===== config.mk =====
export PLATFORM = sky130hd
export DESIGN_NAME = load_store_unit
export DESIGN_NICKNAME = d
export VERILOG_FILES = /design/src/rtl/load_store_unit.sv
export SDC_FILE = /design/constraint.sdc
export NUM_CORES = 1
export LEC_CHECK = 0
export CELL_PAD_IN_SITES_DETAIL_PLACEMENT = 0
export CELL_PAD_IN_SITES_GLOBAL_PLACEMENT = 1
export CORE_MARGIN = 5
export CORE_UTILIZATION = 34
export DETAILED_ROUTE_END_ITERATION = 7
export GPL_ROUTABILITY_DRIVEN = 1
export PLACE_DENSITY_LB_ADDON = 0.05
export SLEW_MARGIN = 5
export SYNTH_ARGS = -nofsm -noshare
export SYNTH_HDL_FRONTEND = slang
export SYNTH_SLANG_ARGS = --single-unit
export TNS_END_PERCENT = 100

===== constraint.sdc =====
create_clock -name clk -period 2.4 [get_ports clk]
set_input_delay 0.36 -clock clk [delete_from_list [all_inputs] [get_ports clk]]
set_output_delay 0.36 -clock clk [all_outputs]
set_load 0.02 [all_outputs]

===== src/rtl/load_store_unit.sv =====
// rtl/load_store_unit.sv - RV32I load/store stage: alignment check, lane steering,
// strobes, load extension and a req/ack memory handshake with timeout.
module load_store_unit #(
  parameter int TIMEOUT_CYCLES = 255,
  parameter int ADDR_W         = 32
) (
  input  logic              clk,
  input  logic              rst,
  input  logic              req_valid,
  output logic              req_ready,
  input  logic              req_we,
  input  logic [2:0]        req_funct3,
  input  logic [ADDR_W-1:0] req_addr,
  input  logic [31:0]       req_wdata,
  input  logic [4:0]        req_rd,
  output logic              mem_req,
  output logic              mem_we,
  output logic [ADDR_W-1:0] mem_addr,
  output logic [31:0]       mem_wdata,
  output logic [3:0]        mem_wstrb,
  input  logic              mem_ack,
  input  logic [31:0]       mem_rdata,
  output logic              rsp_valid,
  output logic [31:0]       rsp_rdata,
  output logic [4:0]        rsp_rd,
  output logic [1:0]        rsp_err
);

  typedef enum logic [1:0] {
    IDLE     = 2'd0,
    WAIT_MEM = 2'd1,
    RESP     = 2'd2
  } state_t;

  localparam logic [1:0] ERR_OK       = 2'b00;
  localparam logic [1:0] ERR_ALIGN    = 2'b01;
  localparam logic [1:0] ERR_TIMEOUT  = 2'b10;
  localparam logic [1:0] ERR_ILLEGAL  = 2'b11;

  state_t      state;
  state_t      state_next;

  logic        accept;
  logic        f3_illegal;
  logic        misaligned;
  logic        tmo_hit;
  logic [1:0]  req_err;
  logic [3:0]  req_strb;
  logic [31:0] req_wrep;
  logic [31:0] shifted;
  logic [31:0] load_data;
  logic [31:0] tmo_cnt;

  logic        lat_we;
  logic [2:0]  lat_funct3;
  logic [1:0]  lat_off;
  logic [4:0]  lat_rd;

  assign req_ready = (state == IDLE);
  assign accept    = req_valid && req_ready;
  // The timeout fires on the last permitted wait cycle so mem_req stays up exactly TIMEOUT_CYCLES cycles.
  assign tmo_hit   = (TIMEOUT_CYCLES != 0) && (tmo_cnt == 32'(TIMEOUT_CYCLES - 1));

  always_comb begin
    f3_illegal = 1'b1;
    misaligned = 1'b0;
    req_strb   = 4'b0000;
    req_wrep   = 32'h0;
    case (req_funct3)
      3'b000: begin
        f3_illegal = 1'b0;
        req_strb   = 4'b0001 << req_addr[1:0];
        req_wrep   = {4{req_wdata[7:0]}};
      end
      3'b001: begin
        f3_illegal = 1'b0;
        misaligned = req_addr[0];
        req_strb   = 4'b0011 << req_addr[1:0];
        req_wrep   = {2{req_wdata[15:0]}};
      end
      3'b010: begin
        f3_illegal = 1'b0;
        misaligned = |req_addr[1:0];
        req_strb   = 4'b1111;
        req_wrep   = req_wdata;
      end
      3'b100, 3'b101: begin
        f3_illegal = req_we;
        misaligned = req_funct3[0] & req_addr[0];
      end
      default: ;
    endcase

    if (f3_illegal) begin
      req_err = ERR_ILLEGAL;
    end else if (misaligned) begin
      req_err = ERR_ALIGN;
    end else begin
      req_err = ERR_OK;
    end
  end

  always_comb begin
    shifted = mem_rdata >> {lat_off, 3'b000};
    case (lat_funct3)
      3'b000:  load_data = {{24{shifted[7]}}, shifted[7:0]};
      3'b001:  load_data = {{16{shifted[15]}}, shifted[15:0]};
      3'b010:  load_data = mem_rdata;
      3'b100:  load_data = {24'h0, shifted[7:0]};
      3'b101:  load_data = {16'h0, shifted[15:0]};
      default: load_data = 32'h0;
    endcase
  end

  always_ff @(posedge clk) begin
    if (rst) begin
      state <= IDLE;
    end else begin
      state <= state_next;
    end
  end

  always_comb begin
    state_next = state;
    case (state)
      IDLE: begin
        if (accept) begin
          state_next = (req_err == ERR_OK) ? WAIT_MEM : RESP;
        end
      end
      WAIT_MEM: begin
        if (mem_ack || tmo_hit) begin
          state_next = RESP;
        end
      end
      RESP:    state_next = IDLE;
      default: state_next = IDLE;
    endcase
  end

  always_ff @(posedge clk) begin
    if (rst) begin
      tmo_cnt    <= 32'h0;
      lat_we     <= 1'b0;
      lat_funct3 <= 3'b000;
      lat_off    <= 2'b00;
      lat_rd     <= 5'd0;
      mem_req    <= 1'b0;
      mem_we     <= 1'b0;
      mem_addr   <= '0;
      mem_wdata  <= 32'h0;
      mem_wstrb  <= 4'b0000;
      rsp_valid  <= 1'b0;
      rsp_rdata  <= 32'h0;
      rsp_rd     <= 5'd0;
      rsp_err    <= ERR_OK;
    end else begin
      // Response outputs are a single-cycle pulse and read as zero otherwise.
      rsp_valid <= 1'b0;
      rsp_rdata <= 32'h0;
      rsp_rd    <= 5'd0;
      rsp_err   <= ERR_OK;

      case (state)
        IDLE: begin
          tmo_cnt <= 32'h0;
          if (accept) begin
            lat_we     <= req_we;
            lat_funct3 <= req_funct3;
            lat_off    <= req_addr[1:0];
            lat_rd     <= req_rd;
            if (req_err == ERR_OK) begin
              mem_req   <= 1'b1;
              mem_we    <= req_we;
              mem_addr  <= {req_addr[ADDR_W-1:2], 2'b00};
              mem_wdata <= req_we ? req_wrep : 32'h0;
              mem_wstrb <= req_we ? req_strb : 4'b0000;
            end else begin
              rsp_valid <= 1'b1;
              rsp_err   <= req_err;
              rsp_rd    <= req_we ? 5'd0 : req_rd;
            end
          end
        end
        WAIT_MEM: begin
          if (mem_ack || tmo_hit) begin
            mem_req   <= 1'b0;
            mem_we    <= 1'b0;
            mem_addr  <= '0;
            mem_wdata <= 32'h0;
            mem_wstrb <= 4'b0000;
            rsp_valid <= 1'b1;
            rsp_rd    <= lat_we ? 5'd0 : lat_rd;
            // An ack on the timeout cycle still completes the access normally.
            if (mem_ack) begin
              rsp_rdata <= lat_we ? 32'h0 : load_data;
              rsp_err   <= ERR_OK;
            end else begin
              rsp_err   <= ERR_TIMEOUT;
            end
          end else begin
            tmo_cnt <= tmo_cnt + 32'd1;
          end
        end
        default: ;
      endcase
    end
  end

endmodule


==> flow_results.org <==
** Worst hold path
- Cell depth of the worst hold path :: 2
- Hold WC Path Type :: input pin to flop

** Detailed routing
- Wire per inst :: 16.9 um
- The first TritonRoute pass finished after 5 iterations.
- Final ANT Viol Nets :: 0
- Via Count :: 6593
- After detailed routing, the total wire length is approximately 22000 um.
- DRC violation count after routing :: 0
- Avg Vias per Cell :: 5.18
- After the first detailed-routing iteration, the DRC count stood at 331.

** Worst setup path
- The worst setup path is launched from a flop.
- The signal on the critical path passes through inv_1 > ha_1 > nor4b_2 > nand4_4 > o311ai_4 > nand2_2 > buf_12 > mux2_1.
- In this run the worst path has a maximum fanout of 14.
- Number of cells on the worst reg-to-reg path :: 8
- STA classifies the critical path endpoint as a flop.
- Critical path's largest stage delay :: between 0.3 and 0.4 ns
- Arrival time of data at the critical path endpoint :: roughly 2.5 ns
- Cell type of the slowest stage on the worst timing path :: o311ai_4
- Worst Setup Path Type :: flop to flop
- CP Data Required Time :: 2.71 ns

** Synth
- Synthesis Warnings :: 0
- dfxtp_1 is the most common cell in the netlist.
- Syn_area_per_cell :: ~9 um2
- In the post-synthesis netlist, the biggest area contributors are dfxtp_1 (44%), a21oi_1 (6.2%), nand2_1 (5.6%).
- Post-synthesis cell type with the largest combined area :: dfxtp_1
- Summed over its instances, the top area cell type makes up 44.4% of the synthesized netlist area.
- Post-synthesis cell area :: 6900 um2
- In this run, synthesis produced a sequential element count of roughly 150.
- Counting flops with an async set or reset pin after synthesis yields a share of 0%.
- Number of flops mapped to enable cells by yosys :: 0
- In the synthesized netlist, the number of instances is 768.
- Synth top cells by count :: dfxtp_1 (153), nand2_1 (102), a21oi_1 (86)
- Among all flip-flop cells after synthesis, the most frequent one is dfxtp_1.
- The number of different library cells used by synthesis comes to between 60 and 70.
- Sequential area share after synthesis :: 44.4%

** Layout
- The area growth from synthesis to layout is 47.0%.
- For this run, the post-layout net count is 1101.
- With fillers left out, the area of the finished cells amounts to between 10000 and 15000 um2.
- Fraction of final layout cells with drive strength greater than 1 :: 10.8%
- N_diodes :: 0

** Placement
- Routability-driven placement finished with a final weighted congestion of between 0.8 and 0.9.
- DPL Wire Length :: 16000 um
- The count of buffers added on input and output ports is 217.
- Post-place instance area :: 9560 um2

** Global routing
- For this run, global-route usage on met2 was measured as 29.8%.
- GR Util All Layers :: 18.3%
- Global-route wire length before repair :: between 30000 and 40000 um
- Vias in the first global route :: approximately 6.7k
- Total congestion overflow :: 0
- Global route hottest layer :: met2
- Antenna violations before repair :: 1
- Met3 track demand over resource :: 6.53%
- Met1 Track Usage GR :: between 20% and 30%
- Entering global routing, the biggest net connects 36 pins.

** Clock tree
- TritonCTS buffer count :: 17
- TritonCTS built the clock tree.
- CTS saw 153 sinks.
- In this run the deepest clock path goes through 2 buffers.
- At the later pin of the worst-skew pair, clock insertion delay measures roughly 0.43 ns.
- Buffers added to address setup during post-CTS repair amount to 0.
- Library cell used as clock root buffer :: clkbuf_16
- Clock-pin slew was measured on the worst setup and hold paths at 0.07 ns.
- In this run the number of H-tree levels came out at 4.

** Floorplan
- Num rows :: 52
- The die is about 150 um tall.
- After floorplanning, the core was sized to cover 20100 um2.
- # IOs :: 220
- The initial utilization of the core area, before any placement, comes to 34.3%.
- Die area :: roughly 23000 um2
- From left edge to right edge, the die measures 152 um.

** Timing
- The worst path in the final design needs a cycle of 2.21 ns, including I/O delays and setup.
- Transition time at the pin with the least slew margin :: 0.612 ns
- The worst pin sits at a relative slew slack of about 60%.
- Maximum operating frequency :: about 0.45 GHz
- Setup violations remaining at the end of the flow were counted as 0.
- Hold violation count in the final report :: 0
- Max-slew violation count :: 0
- On the final layout, the worst clock skew is 0.0123 ns.
- For the final routed database, the setup TNS stands at 0 ns.
- Setup repair after global routing missed its margin :: no
- Post-route fraction of the period consumed by the critical path :: 92.2%

** Outcome
- Result of the run :: complete, no violations

** Power and ir drop
- Cell internal power was estimated by the tool at about 4.4 mW.
- Per report_power, the sequential group accounts for a little over two fifths of the total.
- VDD sags by at most about 0.00041 V.
- Power density over the cells :: slightly above 600 nW/um2
- Of the total power, combinational logic draws 14.0%.
- P_sw :: 1.70 mW
- Net switching is 27.7% of the power.
- Fraction of power consumed by the clock network :: 42.9%
- Summed over all cells, the static leakage comes to 3.70 nW.

** Run
- Max-cap violation count :: 0
cell type report:
cell class              count  area [um2]
clock buffers              17         425
clock inverters            15         155
fillers                  1890        9970
inverters                   7        26.3
multi-input cells         550        3560
flip-flops and latches    153        3060
well taps                 270         338
repair buffers            261        2570
worst max-delay path: cells and delay by family, from the launching register on:
kind                       cells  cell delay [ns]
AOI/OAI and AO/OA              1             0.39
DFF                            1             0.34
buffers and inverters          2             0.26
and+or+nand+nor                3             0.63
muxes                          1             0.31
adders and majority gates      1             0.16
flip-flops by register name (all words and copies together) (netlist names), 3 cells and up:
name        flops
mem_wdata      32
mem_wstrb       4
mem_addr       30
rsp_rd          5
lat_funct3      3
rsp_rdata      32
tmo_cnt        32
lat_rd          5
per-stage QoR:
| stage | util [%] | setup slack (ns) | total power [mW] | cells | hold slack [ns] |
|---|---|---|---|---|---|
| global placement | 47.5 | -0.0870 | 3.55 | 1241 | 0.443 |
| detailed placement | 47.5 | -0.169 | 3.55 | 1241 | 0.449 |
| floorplan | - | 0.365 | 3.11 | 769 | 0.436 |
| finish | 50.4 | 0.187 | 6.12 | 1273 | 0.419 |
| CTS | 50.4 | 0.0336 | 6.20 | 1273 | 0.404 |
| global route | 50.4 | 0.0351 | 6.38 | 1273 | 0.452 |
path summary, 6_finish.rpt:
| check | end | slack (ns) | start |
|---|---|---|---|
| worst max register to register | mem_wdata[22] | 0.19 | tmo_cnt[0] |
| worst max-delay path | mem_wdata[22] | 0.19 | tmo_cnt[0] |
| worst min-delay path | lat_rd[4] | 0.42 | rst |
| worst min register to register | lat_rd[4] | 0.46 | lat_rd[4] |
power by group through the flow:
stage | Sequential, mW | Clock (mW) | Combinational [mW]
6_report | 2.64 | 2.63 | 0.857
3_3_place_gp | 2.69 | 0 | 0.852
4_1_cts | 2.64 | 2.71 | 0.863
2_1_floorplan | 2.73 | 0 | 0.373
3_5_place_dp | 2.69 | 0 | 0.860
5_1_grt | 2.64 | 2.81 | 0.929
cells in the final DEF (no fill, tap or decap), drive strengths merged, types with 3 or more instances in the layout:
cell	netlist	layout
o31ai	10	10
o21a	4	4
dfxtp	153	153
a31oi	5	5
or2	5	5
o21ai	41	41
and3	8	8
a21oi	88	88
mux4	8	8
mux2	8	8
or3	19	19
or4	12	12
inv	6	15
nand3	12	12
clkinvlp	0	3
nor2b	23	23
o31a	3	3
clkdlybuf4s50	0	216
a22oi	14	14
clkbuf	36	17
nand2b	28	28
nand2	103	103
buf	23	45
nor4	10	10
a32o	5	5
o311ai	3	3
clkinv	1	4
nor2	28	28
a22o	33	33
nor3	9	9
mux2i	33	33
nand4	14	14
repair_timing:
| item | CTS | global route |
|---|---|---|
| gates resized for setup | 0 | 1 |
| endpoints found under the setup margin | 0 | 1 |
| hold buffers | 0 | 0 |
kinds of logic (layout without fill, tap and decap cells):
| group | count (synthesis) | after routing | synth area share [%] |
|---|---|---|---|
| fa+ha+maj | 2 | 2 | 0.363 |
| buf+inv | 66 | 300 | 4.32 |
| other cells | 1 | 2 | 0.0544 |
| compound gates | 216 | 216 | 20.3 |
| flops | 153 | 153 | 44.4 |
| mux | 49 | 49 | 8.71 |
| simple gates | 278 | 278 | 21.5 |
| xor+xnor | 3 | 3 | 0.381 |
layer usage:
layer  share of wire [%]  vias up
met4                 1.7        2
li1                    -     3237
met2                  47      208
met1                  44     3117
met5               0.056        -
met3                 7.5       29
(Power assumes the default switching activity.)
